### src/rtl/fetch_unit.sv
// Instruction fetch/issue stage: owns the PC, fetches over req/ack, issues over
// valid/ready, and resolves SAL/SIG jumps and the ESP halt locally.
module fetch_unit #(
    parameter int          AW       = 16,
    parameter int          IW       = 32,
    parameter logic [AW-1:0] RESET_PC = '0
) (
    input  logic          clk,
    input  logic          rst_n,
    output logic          imem_req,
    output logic [AW-1:0] imem_addr,
    input  logic          imem_ack,
    input  logic [IW-1:0] imem_rdata,
    output logic          id_valid,
    input  logic          id_ready,
    output logic [1:0]    id_op,
    output logic [1:0]    id_inst,
    output logic          id_imm,
    output logic [IW-1:0] id_instr,
    output logic [AW-1:0] id_pc,
    input  logic          cond_flag,
    input  logic          resume,
    output logic          halted
);

    typedef enum logic [1:0] {S_FETCH, S_ISSUE, S_HALT} state_t;

    state_t        r_state, w_state_nxt;
    logic [AW-1:0] r_pc, w_pc_nxt, w_pc_inc, w_target;
    logic          r_req, w_req_nxt, w_load;
    logic [IW-1:0] r_instr;
    logic [AW-1:0] r_id_pc;
    logic [1:0]    w_op, w_inst;
    logic          w_is_sal, w_is_sig, w_is_esp;

    assign w_op     = r_instr[31:30];
    assign w_inst   = r_instr[29:28];
    assign w_target = AW'(r_instr[18:0]);
    assign w_pc_inc = r_pc + AW'(1);
    assign w_is_sal = (w_op == 2'b00) && (w_inst == 2'b00);
    assign w_is_sig = (w_op == 2'b00) && (w_inst == 2'b11);
    assign w_is_esp = (w_op == 2'b01) && (w_inst == 2'b00);

    // r_req is cleared by reset so the first request only appears after the
    // first clock edge; FETCH with r_req=0 exists only in that single cycle.
    always_comb begin
        w_state_nxt = r_state;
        w_pc_nxt    = r_pc;
        w_req_nxt   = r_req;
        w_load      = 1'b0;
        case (r_state)
            S_FETCH: begin
                if (!r_req) begin
                    w_req_nxt = 1'b1;
                end else if (imem_ack) begin
                    w_load      = 1'b1;
                    w_req_nxt   = 1'b0;
                    w_state_nxt = S_ISSUE;
                end
            end
            S_ISSUE: begin
                if (id_ready) begin
                    w_pc_nxt    = w_pc_inc;
                    w_state_nxt = S_FETCH;
                    w_req_nxt   = 1'b1;
                    if (w_is_sal || (w_is_sig && cond_flag))
                        w_pc_nxt = w_target;
                    if (w_is_esp) begin
                        w_state_nxt = S_HALT;
                        w_req_nxt   = 1'b0;
                    end
                end
            end
            S_HALT: begin
                if (resume) begin
                    w_state_nxt = S_FETCH;
                    w_req_nxt   = 1'b1;
                end
            end
            default: begin
                w_state_nxt = S_FETCH;
                w_req_nxt   = 1'b0;
            end
        endcase
    end

    always_ff @(posedge clk or negedge rst_n) begin
        if (!rst_n) r_state <= S_FETCH;
        else        r_state <= w_state_nxt;
    end

    always_ff @(posedge clk or negedge rst_n) begin
        if (!rst_n) begin
            r_pc    <= RESET_PC;
            r_req   <= 1'b0;
            r_instr <= '0;
            r_id_pc <= '0;
        end else begin
            r_pc  <= w_pc_nxt;
            r_req <= w_req_nxt;
            if (w_load) begin
                r_instr <= imem_rdata;
                r_id_pc <= r_pc;
            end
        end
    end

    assign imem_req  = r_req;
    assign imem_addr = r_pc;
    assign id_valid  = (r_state == S_ISSUE);
    assign id_op     = r_instr[31:30];
    assign id_inst   = r_instr[29:28];
    assign id_imm    = r_instr[27];
    assign id_instr  = r_instr;
    assign id_pc     = r_id_pc;
    assign halted    = (r_state == S_HALT);

endmodule

### config.mk
export PLATFORM = sky130hd
export DESIGN_NAME = fetch_unit
export DESIGN_NICKNAME = d
export VERILOG_FILES = /design/src/rtl/fetch_unit.sv
export SDC_FILE = /design/constraint.sdc
export NUM_CORES = 1
export LEC_CHECK = 0
export ABC_AREA = 0
export CAP_MARGIN = 20
export CORE_ASPECT_RATIO = 1.5
export CORE_MARGIN = 2
export CORE_UTILIZATION = 45
export CTS_BUF_LIST = sky130_fd_sc_hd__clkbuf_16
export DETAILED_ROUTE_END_ITERATION = 8
export GPL_TIMING_DRIVEN = 0
export PLACE_DENSITY = 0.8
export SKIP_CTS_REPAIR_TIMING = 1
export SLEW_MARGIN = 20
export SYNTH_ARGS = -nofsm -noshare
export SYNTH_HDL_FRONTEND = slang
export SYNTH_SLANG_ARGS = --single-unit
### constraint.sdc
create_clock -name clk -period 2.27 [get_ports clk]
set_input_delay 0.3405 -clock clk [delete_from_list [all_inputs] [get_ports clk]]
set_output_delay 0.3405 -clock clk [all_outputs]
set_load 0.1 [all_outputs]
==> results by group, run 1 <==
Place
  • GPL Wtd Cong: around 0.87
  • DP HPWL: 5754 um
  • PortBufs: roughly 110
  • DP Worst Slack: -57.92 ps
  • Area after DPL: 0.004310 mm2

Final layout
  • # diodes: 0
  • Layout cell share with drive strength beyond 1: 0.2500
  • Commonest non-fill, non-tap cells in the layout: 87 x clkdlybuf4s50_1, 59 x dfrtp_1, 47 x mux2_2, 21 x dlymetal6s2s_1, 15 x nand3_1
  • Final net count: 414
  • Commonest non-fill, non-tap cell in the layout: clkdlybuf4s50_1
  • Area grow syn2layout: 51.44%
  • Post-route cell area: approximately 0.0047 mm2
  • Fillers: between 500 and 600

GRT
  • GRT overflow: 0
  • Pin count of the biggest net entering global routing: 37
  • Initial antenna violation count: 0
  • Vias in the first global route: 2745
  • First-pass GRT wire length: 12970 um
  • All-Layer GR Usage: 0.2194

Clock network
  • Clock sinks: 67
  • Max clock buf depth: 2
  • Clock Root Buffer: clkbuf_16
  • Htree depth: 3
  • CTS buffer count: 9
  • Worst-path clk slew: about 60 ps
  • Clk Latency, worst-skew pair: around 320 ps
  • CTS tree: done

STA
  • Min cycle time layout: about 2200 ps
  • Clock Skew: 5.399 ps
  • Worst setup margin: 23.34 ps
  • Final Cycle Share: 0.9897
  • Max-Slew Margin vs Limit: 0.3262
  • Final hold slack: approximately 500 ps
  • Slew Viols, Final: 0
  • Worst Tran Pin Value: about 1000 ps
  • Unrepaired setup endpoints after global routing: no
  • Fin. Hold Viols: 0
  • Max Clock Freq: 0.4451 GHz
  • Final setup fails: 0

Outcome
  • Status: completed

Worst setup path
  • CP Class: reg -> out
  • Buf/Inv on CP: 1
  • Critical-path top delay cell: clkdlybuf4s50_1
  • Startpoint types: register
  • Crit path cell chain: clkdlybuf4s50_1
  • Max Fanout on Critical Path: 6
  • Worst EP required: just under 2000 ps
  • Critical Path AT: approximately 1900 ps
  • Critical Path End Type: primary output
  • Crit path max-delay family: buffers and inverters
  • Max incr delay on CP: roughly 1200 ps

Routing
  • DR DRC count: 0
  • DR WL/cell: between 15 and 20 um
  • Routed Antenna Nets: 0
  • DR vias: between 2000 and 3000
  • Drt total wl: just under 8000 um
  • Vias/cell: 5.487
  • DRT Pass-1 Iters: 4
  • Detailed router's first-iteration violation count: approximately 140

Synthesis
  • Prevailing post-synth register cell: dfrtp_1
  • Sequential element share of the synthesized area: 0.5423
  • Mean post-synth cell area: around 12 um2
  • Unique masters post-synth: 40
  • Post-synthesis async set-or-reset flop share: 1.000
  • Number of synthesized flops with an enable pin: 0
  • Synthesized area: 0.003092 mm2
  • Mapped Nets: between 200 and 300
  • Mapped Cells: roughly 250
  • Yosys warnings: 0
  • Post-synthesis register bit count: 67

Floorplan
  • Die height: ~110 um
  • IO Count: 110
  • Die width: 71.68 um
  • Core box area: a little under 0.007 mm2
  • Initial core utilization: 0.4574
  • Rows: 37
  • Die area: about 0.0076 mm2

Job
  • Max-cap viol count: 0

Hold path
  • Hold crit path type: in -> async
## layer usage
metal | part of all wire | up-vias | routed length [um] | GRT usage
li1 | - | 1168 | - | -
met1 | 0.38 | 1251 | 2972 | 0.2519
met2 | 0.55 | 84 | 4348 | 0.3902
met3 | 0.059 | 10 | 461 | 0.05736
met4 | 0.012 | 0 | 97 | 0.07008
met5 | 0 | - | 0 | 0
## registers in the layout (all words and copies together) (netlist names)
register   cells
id_instr      32
id_pc         16
imem_addr     16
imem_req       1
r_state        2
## area by class of cell
type / count / area, um2 / area share
clock inverter: 7 / 83.83 / 0.01790
clock buffer: 9 / 225.2 / 0.04810
tap: 78 / 97.59 / 0.02084
multi-input combinational: 158 / 1265 / 0.2702
timing repair buffer: 111 / 1171 / 0.2501
sequential: 67 / 1689 / 0.3608
inverter: 6 / 22.52 / 0.004810
buffer: 22 / 127.6 / 0.02726
## through the flow
stage	std cells	setup TNS [ps]	utilization
finish	458	0	0.6927
global route	458	0	0.6927
CTS	457	-827.4	0.6835
detailed placement	441	-289.4	0.6377
global placement	440	-95470	0.6351
floorplan	253	0	-
## path summary, 6_finish.rpt
path | startpoint | end | slack (ps) | depth (start not counted)
setup / recovery | id_instr[29]$_DFFE_PN0P_ | id_inst[1] | 20 | 1
hold / removal | rst_n | id_instr[8]$_DFFE_PN0P_ | 500 | 2
setup reg to reg | imem_addr[0]$_DFFE_PN0P_ | imem_addr[14]$_DFFE_PN0P_ | 210 | 5
hold reg to reg | id_pc[13]$_DFFE_PN0P_ | id_pc[13]$_DFFE_PN0P_ | 500 | 1
max in group asynchronous | rst_n | imem_addr[1]$_DFFE_PN0P_ | 1220 | 3
min in group clk | id_pc[13]$_DFFE_PN0P_ | id_pc[13]$_DFFE_PN0P_ | 500 | 1
## logic make-up (layout without fill, tap and decap cells)
logic type | after synthesis | after routing | synth area share
flops | 67 | 67 | 0.5423
simple gates | 61 | 61 | 0.1125
fa+ha+maj | 1 | 1 | 0.004046
mux | 58 | 58 | 0.2068
compound gates | 38 | 38 | 0.08580
buf+inv | 28 | 155 | 0.04856
## cells in the mapped netlist, drive strengths merged, types with 4 or more instances
cell type   n  area, um2
a21oi      10      50.05
a2bb2oi     7      61.31
and4        4      37.54
buf        17      107.6
clkbuf      5      20.01
dfrtp      67       1677
inv         6      22.52
mux2       47      529.3
mux2i      11      110.1
nand2      13      48.80
nand3      15      75.07
nand4       7      50.05
nor2        4      15.01
nor3        4      20.02
o21ai       6      30.03
or4         4      30.03
Power of run 1 is left out: the tool's default activity adds up to more than one toggle a clock period on the data nets, which glitch-free logic cannot reach.
==> inputs of run 2 (changes only) <==
--- a/config.mk
+++ b/config.mk
@@ -9,11 +9,11 @@
 export CAP_MARGIN = 20
 export CORE_ASPECT_RATIO = 1.5
 export CORE_MARGIN = 2
-export CORE_UTILIZATION = 45
+export CORE_UTILIZATION = 47
 export CTS_BUF_LIST = sky130_fd_sc_hd__clkbuf_16
 export DETAILED_ROUTE_END_ITERATION = 8
 export GPL_TIMING_DRIVEN = 0
-export PLACE_DENSITY = 0.8
+export PLACE_DENSITY = 0.83
 export SKIP_CTS_REPAIR_TIMING = 1
 export SLEW_MARGIN = 20
 export SYNTH_ARGS = -nofsm -noshare
==> constraint.sdc (replaced) <==
create_clock -name clk -period 2.82 [get_ports clk]
set_input_delay 0.423 -clock clk [delete_from_list [all_inputs] [get_ports clk]]
set_output_delay 0.423 -clock clk [all_outputs]
set_load 0.1 [all_outputs]
==> results by group, run 2 (synthesis results as in run 1) <==
Outcome
  • Status: completed

Routing
  • DR DRC count: 0
  • DR vias: between 2000 and 3000
  • Detailed router's first-iteration violation count: roughly 160
  • DRT Pass-1 Iters: 4
  • Routed Antenna Nets: 0
  • DR WL/cell: roughly 17 um
  • Vias/cell: about 5.6
  • Drt total wl: between 7000 and 8000 um

STA
  • Final Cycle Share: 0.9026
  • Worst Tran Pin Value: around 1000 ps
  • Clock Skew: a little under 5 ps
  • Unrepaired setup endpoints after global routing: no
  • Final setup fails: 0
  • Slew Viols, Final: 0
  • Max Clock Freq: 0.3929 GHz
  • Max-Slew Margin vs Limit: 0.3374
  • Worst setup margin: approximately 270 ps
  • Fin. Hold Viols: 0
  • Min cycle time layout: roughly 2500 ps
  • Final hold slack: slightly above 500 ps

Worst setup path
  • Crit path max-delay family: buffers and inverters
  • Critical Path AT: between 2000 and 2500 ps
  • Stages on worst setup path: 3
  • Max incr delay on CP: around 1100 ps
  • Slack of the worst reg-to-reg path: ~670 ps
  • Worst EP required: roughly 2400 ps
  • R2R Path End: imem_addr[14]$_DFFE_PN0P_
  • Critical Path End Type: primary output
  • Critical-path top delay cell: clkdlybuf4s50_1
  • Max Fanout on Critical Path: 6
  • Startpoint types: register
  • Reg2Reg Depth: 5
  • Crit path cell chain: nand2b_1, inv_1, clkdlybuf4s50_1
  • CP Class: reg -> out
  • Buf/Inv on CP: 2
  • RR Startpoint: imem_addr[0]$_DFFE_PN0P_

Clock network
  • Htree depth: 3
  • Worst-path clk slew: around 50 ps
  • CTS buffer count: 9
  • Clk Latency, worst-skew pair: between 300 and 400 ps
  • Max clock buf depth: 2
  • Clock Root Buffer: clkbuf_16
  • CTS tree: done
  • Clock sinks: 67

Final layout
  • Commonest non-fill, non-tap cell in the layout: clkdlybuf4s50_1
  • Layout cell share with drive strength beyond 1: 0.2342
  • Final net count: between 400 and 500
  • Area grow syn2layout: 50.51%
  • Commonest non-fill, non-tap cells in the layout: 108 x clkdlybuf4s50_1, 67 x dfrtp_1, 47 x mux2_2, 15 x nand3_1, 13 x nand2_1
  • Fin util: 0.7224
  • # diodes: 0
  • Max reg flops: 32

Floorplan
  • Die width: 70.22 um
  • Die area: 0.007256 mm2
  • Rows: 36
  • Initial core utilization: 0.4800
  • IO Count: 110
  • Core box area: approximately 0.0064 mm2
  • Die height: ~100 um

GRT
  • All-Layer GR Usage: 0.2210
  • First-pass GRT wire length: between 10000 and 15000 um
  • Pin count of the biggest net entering global routing: 53
  • GRT overflow: 0
  • Vias in the first global route: about 2600
  • Initial antenna violation count: 0

Place
  • PortBufs: approximately 110
  • DP Worst Slack: about 420 ps
  • DP HPWL: between 5000 and 6000 um
  • GPL Wtd Cong: about 0.87

Hold path
  • Hold crit path type: in -> async

Job
  • Max-cap viol count: 0
-- run 2: changes by cell type in the layout (fill, tap and decap cells not counted), moves of 7 or more --
| cell | before | now |
|---|---|---|
| clkdlybuf4s50_1 | 87 | 108 |
| dfrtp_1 | 59 | 67 |
| dlymetal6s2s_1 | 21 | 0 |
| dfrtp_2 | 7 | 0 |
-- run 2: worst max path at each step --
stage	startpoint	endpoint	slack, ps
after CTS	r_state[1]$_DFFE_PN0P_	id_valid	260
after global routing	r_state[1]$_DFFE_PN0P_	id_valid	230
final	r_state[1]$_DFFE_PN0P_	id_valid	270
after global placement	rst_n	id_instr[18]$_DFFE_PN0P_	-850
after floorplan	imem_addr[0]$_DFFE_PN0P_	imem_addr[14]$_DFFE_PN0P_	220
after detailed placement	imem_ack	id_instr[9]$_DFFE_PN0P_	420
-- run 2: area by class of cell --
cell class | instances | area (um2)
clock inverters | 7 | 115.1
clock buffers | 9 | 225.2
flip-flops and latches | 67 | 1677
plain buffers | 22 | 127.6
inverters | 6 | 22.52
well taps | 76 | 95.09
repair buffers | 111 | 1126
fillers | 480 | 1788
multi-input cells | 158 | 1265
-- run 2: worst register-to-register path, cell delays in order (launching register included) --
cell      delay (ps)
dfrtp_1          500
ha_1             300
nand4_2          200
or4_1            540
or4_1            420
o211ai_1         100
-- run 2: stage by stage --
| stage | std cells | TNS [ps] | area, um2 |
|---|---|---|---|
| 2_1_floorplan | 253 | 0 | 3092 |
| 5_1_grt | 456 | 0 | 4653 |
| 3_5_place_dp | 439 | 0 | 4303 |
| 3_3_place_gp | 438 | -56870 | 4278 |
| 6_report | 456 | 0 | 4653 |
| 4_1_cts | 455 | 0 | 4643 |
-- run 2: metal layers --
| layer | share of wire | GRT usage | vias up |
|---|---|---|---|
| li1 | - | - | 1175 |
| met1 | 0.39 | 0.2565 | 1261 |
| met2 | 0.53 | 0.3817 | 83 |
| met3 | 0.062 | 0.06880 | 13 |
| met4 | 0.016 | 0.09024 | 0 |
| met5 | 0 | 0 | - |
Power of run 2 is left out for the same reason.
==> inputs of run 3 (changes only) <==
==> constraint.sdc (replaced) <==
create_clock -name clk -period 2.82 [get_ports clk]
set_input_delay 0.705 -clock clk [delete_from_list [all_inputs] [get_ports clk]]
set_output_delay 0.705 -clock clk [all_outputs]
set_load 0.1 [all_outputs]
==> results by group, run 3 (synthesis results as in run 1) <==
Floorplan
  • Die width: approximately 70 um
  • Initial core utilization: 0.4800
  • Die height: ~100 um
  • IO Count: between 100 and 150
  • Rows: 36
  • Core box area: 0.006441 mm2
  • Die area: slightly above 0.007 mm2

Routing
  • Drt total wl: 7683 um
  • Vias/cell: 5.547
  • DR DRC count: 0
  • Detailed router's first-iteration violation count: 158
  • DRT Pass-1 Iters: 4
  • DR vias: around 2500
  • DR WL/cell: ~17 um
  • Routed Antenna Nets: 0

Worst setup path
  • Critical Path AT: ~2100 ps
  • Crit path cell chain: clkdlybuf4s50_1
  • Max incr delay on CP: 1210 ps
  • Buf/Inv on CP: 1
  • Crit path max-delay family: buffers and inverters
  • CP Class: reg -> out
  • Worst EP required: 2120 ps
  • Startpoint types: register
  • Critical Path End Type: primary output
  • Max Fanout on Critical Path: 9
  • Critical-path top delay cell: clkdlybuf4s50_1
  • Slack of the worst reg-to-reg path: 660 ps

GRT
  • First-pass GRT wire length: between 10000 and 15000 um
  • GRT overflow: 0
  • Pin count of the biggest net entering global routing: 53
  • All-Layer GR Usage: 0.2210
  • Vias in the first global route: 2557
  • Initial antenna violation count: 0

Clock network
  • Clk Latency, worst-skew pair: between 300 and 400 ps
  • Worst-path clk slew: 50 ps
  • Clock sinks: 67
  • CTS buffer count: 9
  • Max clock buf depth: 2
  • Clock Root Buffer: clkbuf_16
  • Htree depth: 3
  • CTS tree: done

STA
  • Min cycle time layout: around 2800 ps
  • Final setup fails: 0
  • Fin. Hold Viols: 0
  • Max Clock Freq: 0.3622 GHz
  • Final Cycle Share: 0.9790
  • Worst Tran Pin Value: about 990 ps
  • Unrepaired setup endpoints after global routing: no
  • Slew Viols, Final: 0
  • Clock Skew: ~5.2 ps
  • Max-Slew Margin vs Limit: 0.3374

Place
  • GPL Wtd Cong: 0.8709
  • DP HPWL: approximately 5500 um
  • PortBufs: about 110

Final layout
  • Commonest non-fill, non-tap cells in the layout: 107 x clkdlybuf4s50_1, 67 x dfrtp_1, 47 x mux2_2, 15 x nand3_1, 13 x nand2_1
  • Commonest non-fill, non-tap cell in the layout: clkdlybuf4s50_1
  • Fin util: 0.7213
  • Final net count: 413
  • Area grow syn2layout: 50.26%
  • Max reg flops: 32
  • # diodes: 0
  • Layout cell share with drive strength beyond 1: 0.2348

Outcome
  • Status: completed

Job
  • Max-cap viol count: 0

Hold path
  • Hold crit path type: in -> async
-- run 3: cell types whose count changed in the layout (fill, tap and decap cells not counted), sizes merged --
cell,change
clkdlybuf4s50,-1
dlygate4sd3,-1
dlymetal6s2s,+1
-- run 3: metal layers --
layer / GRT usage / wire, um / up-vias
met5: 0 / 0 / -
met4: 0.09024 / 117 / 0
met3: 0.06880 / 524 / 13
met2: 0.3817 / 4038 / 86
met1: 0.2565 / 3003 / 1255
li1: - / - / 1170
-- run 3: path summary, 6_finish.rpt --
path | from | endpoint | cells after the start
max reg2reg | imem_addr[0]$_DFFE_PN0P_ | imem_addr[14]$_DFFE_PN0P_ | 5
min in group clk | id_pc[7]$_DFFE_PN0P_ | id_pc[7]$_DFFE_PN0P_ | 1
min | rst_n | id_instr[7]$_DFFE_PN0P_ | 1
max | imem_addr[0]$_DFFE_PN0P_ | imem_addr[0] | 1
max in group asynchronous | rst_n | id_pc[5]$_DFFE_PN0P_ | 2
min reg2reg | id_pc[7]$_DFFE_PN0P_ | id_pc[7]$_DFFE_PN0P_ | 1
-- run 3: per-stage QoR --
| step | area (um2) | hold WS [ps] | cells | TNS, ps | setup slack [ps] |
|---|---|---|---|---|---|
| floorplan | 3092 | 409.4 | 253 | 0 | 220.3 |
| global placement | 4278 | 489.1 | 438 | -75760 | -1135 |
| detailed placement | 4303 | 495.0 | 439 | 0 | 134.2 |
| CTS | 4643 | 242.0 | 455 | -17.27 | -17.27 |
| global route | 4646 | 252.6 | 455 | 0 | 6.235 |
| finish | 4646 | 235.2 | 455 | 0 | 59.22 |
-- run 3: area by class of cell --
type	instances	area, um2
plain buffers	22	127.6
inverters	6	22.52
multi-input cells	158	1265
repair buffers	110	1119
clock inverters	7	115.1
well taps	76	95.09
flip-flops and latches	67	1677
fillers	481	1795
clock buffers	9	225.2
-- run 3: worst register-to-register path, stage by stage (launching register included) --
cell and delay (ps):
dfrtp_1 510, ha_1 310, nand4_2 210, or4_1 540
or4_1 410, o211ai_1 100
Power of run 3 is left out for the same reason.
==> variant (flow settings as in run 1) <==
Set the parameter `AW` to 15 (it was 16).
--- a/src/rtl/fetch_unit.sv
+++ b/src/rtl/fetch_unit.sv
@@ -2,5 +2,5 @@
 // valid/ready, and resolves SAL/SIG jumps and the ESP halt locally.
 module fetch_unit #(
-    parameter int          AW       = 16,
+    parameter int          AW       = 15,
     parameter int          IW       = 32,
     parameter logic [AW-1:0] RESET_PC = '0
Ports: changed (resized id_pc and imem_addr); port bits go from 110 to 108. The function was not compared with the original's and may differ.
==> variant against run 1 <==
  * Sequential cell count down 2
  * Design area down 3.4%
  * Sequential share of layout area down 0.070 points
  * Count of clock-buffer cells in the layout unchanged
  * Critical path depth unchanged
  * Routed wire length down 5.2%
  * Setup slack better by 0.0056 ns
  * Utilization up 0.97 points
  * Synthesized area down 4.2%
  * Clock skew down 0.0019 ns
  * Synthesized cell count down 5.1%
  * Largest cell class unchanged
Power is left out: the tool's default activity adds up to more than one toggle a clock period on the data nets, which glitch-free logic cannot reach.
==> variant: results (changes against run 1) <==
Outcome
  – Outcome: complete, no violations (unchanged)

STA
  – Worst slew pin tran: 1.009 ns (was 1.008 ns)
  – Clock Skew: 0.003541 ns (was 0.005399 ns)
  – Final cycle utilization of the critical path: 0.9873 (was 0.9897)

Global route
  – Number of global-route vias before repair: 2382 (was 2745)
  – GRT Total Usage: 0.2067 (was 0.2194)
  – Largest net degree at the start of global routing: 49 (was 37)
  – First-pass GRT wire length: 11700 um (was 12970 um)
  – Initial antenna violation count: 0 (unchanged)

Drt
  – DRT iter0 DRCs: 189 (was 144)
  – WL/cell: 16.93 um (was 17.20 um)
  – Drt via density: 5.456 (was 5.487)

Place
  – Post-place setup slack: 0.1386 ns (was -0.05792 ns)
  – GP Congestion: 0.8154 (was 0.8732)
  – Port Buffers: 107 (was 109)
  – Placed Cells: 424 (was 441)
  – Final HPWL DP: 5268 um (was 5754 um)

Synthesis
  – Post-synthesis mux area share: 0.2086 (was 0.2068)
  – Largest cells by area after synthesis: dfrtp_1 (55%), mux2_2 (17%), mux2i_1 (3.4%) (was dfrtp_1 (54%), mux2_2 (17%), mux2i_1 (3.6%))
  – Post-synthesis compound-gate area fraction: 0.07855 (was 0.08580)
  – Ys async rst share: 1.000 (unchanged)
  – Post-synth cell types: 44 (was 40)
  – Post-Synth Adder-Cell Area: 0.004223 (was 0.004047)
  – Syn avg cell area: 12.35 um^2 (was 12.22 um^2)
  – Synth Flop Type: dfrtp_1 (unchanged)
  – Syn Nets: 279 (was 292)
  – List of most frequent post-synthesis cells: dfrtp_1 (65), mux2_2 (46), nand2_1 (16) (was dfrtp_1 (67), mux2_2 (47), nand3_1 (15))
  – Sequential element share of the synthesized area: 0.5490 (was 0.5423)

Final layout
  – Share of cells above drive strength 1: 0.2247 (was 0.2500)
  – Nets: 399 (was 414)
  – Post-Layout Cell Count: 441 (was 458)
  – Max reg flops: 32 (unchanged)

Clock tree
  – H-tree lvl count: 3 (unchanged)

Critical path
  – Worst reg-to-reg setup slack: 0.41 ns (was 0.21 ns)
## variant: cell count changes after synthesis, sizes merged, moves of 2 or more
cell,run 1,this run
o2bb2ai,2,0
and3,0,5
nor3,4,1
nand3,15,10
buf,17,15
nand2,13,16
or4,4,0
dfrtp,67,65
## variant: final cells by class
cell class	count	area, um^2
inverters	5	18.77
well taps	76	95.09
multi-input cells	150	1204
plain buffers	20	113.9
fillers	474	1917
repair buffers	109	1154
flip-flops and latches	65	1629
clock inverters	7	85.08
clock buffers	9	225.2
## variant: routing by layer
metal  routed length [um]  track usage  up-vias
met5                    0            0        -
met4                  148       0.1036        0
met3                  385      0.04070       11
met2                 4042       0.3527       76
met1                 2889       0.2506     1210
li1                     -            -     1109
## variant: logic make-up after synthesis
kind of cell / Yosys count
flops: 65
mux: 56
compound gates: 34
simple gates: 59
fa+ha+maj: 1
buf+inv: 25
## variant: worst register-to-register path, delay by kind of cell (launching register included)
kind / cells / cell delay, ns
AO/OA/AOI/OAI: 1 / 0.12
adder cells (fa/ha/maj): 1 / 0.24
flip-flops: 1 / 0.41
AND/OR/NAND/NOR: 3 / 0.81
buffers and inverters: 1 / 0.17
## variant: final timing paths
path,to,from,cells past startpoint
worst max-delay path,imem_addr[4],imem_addr[4],1
worst min-delay path,id_instr[18],rst_n,2
worst max register to register,imem_addr[14],imem_addr[0],6
worst min register to register,id_pc[3],id_pc[3],1
max in group asynchronous,imem_addr[0],rst_n,3
min in group clk,id_pc[3],id_pc[3],1
## variant: through the flow
stage | util | hold WS (ns) | area (um^2) | TNS [ns]
6_report | 0.7024 | 0.4407 | 4524 | 0
5_1_grt | 0.7024 | 0.4775 | 4524 | 0
4_1_cts | 0.6935 | -0.1100 | 4467 | -0.9387
3_5_place_dp | 0.6453 | 0.2320 | 4156 | 0
3_3_place_gp | 0.6414 | 0.4889 | 4131 | -86.08
2_1_floorplan | - | 0.04491 | 2965 | 0
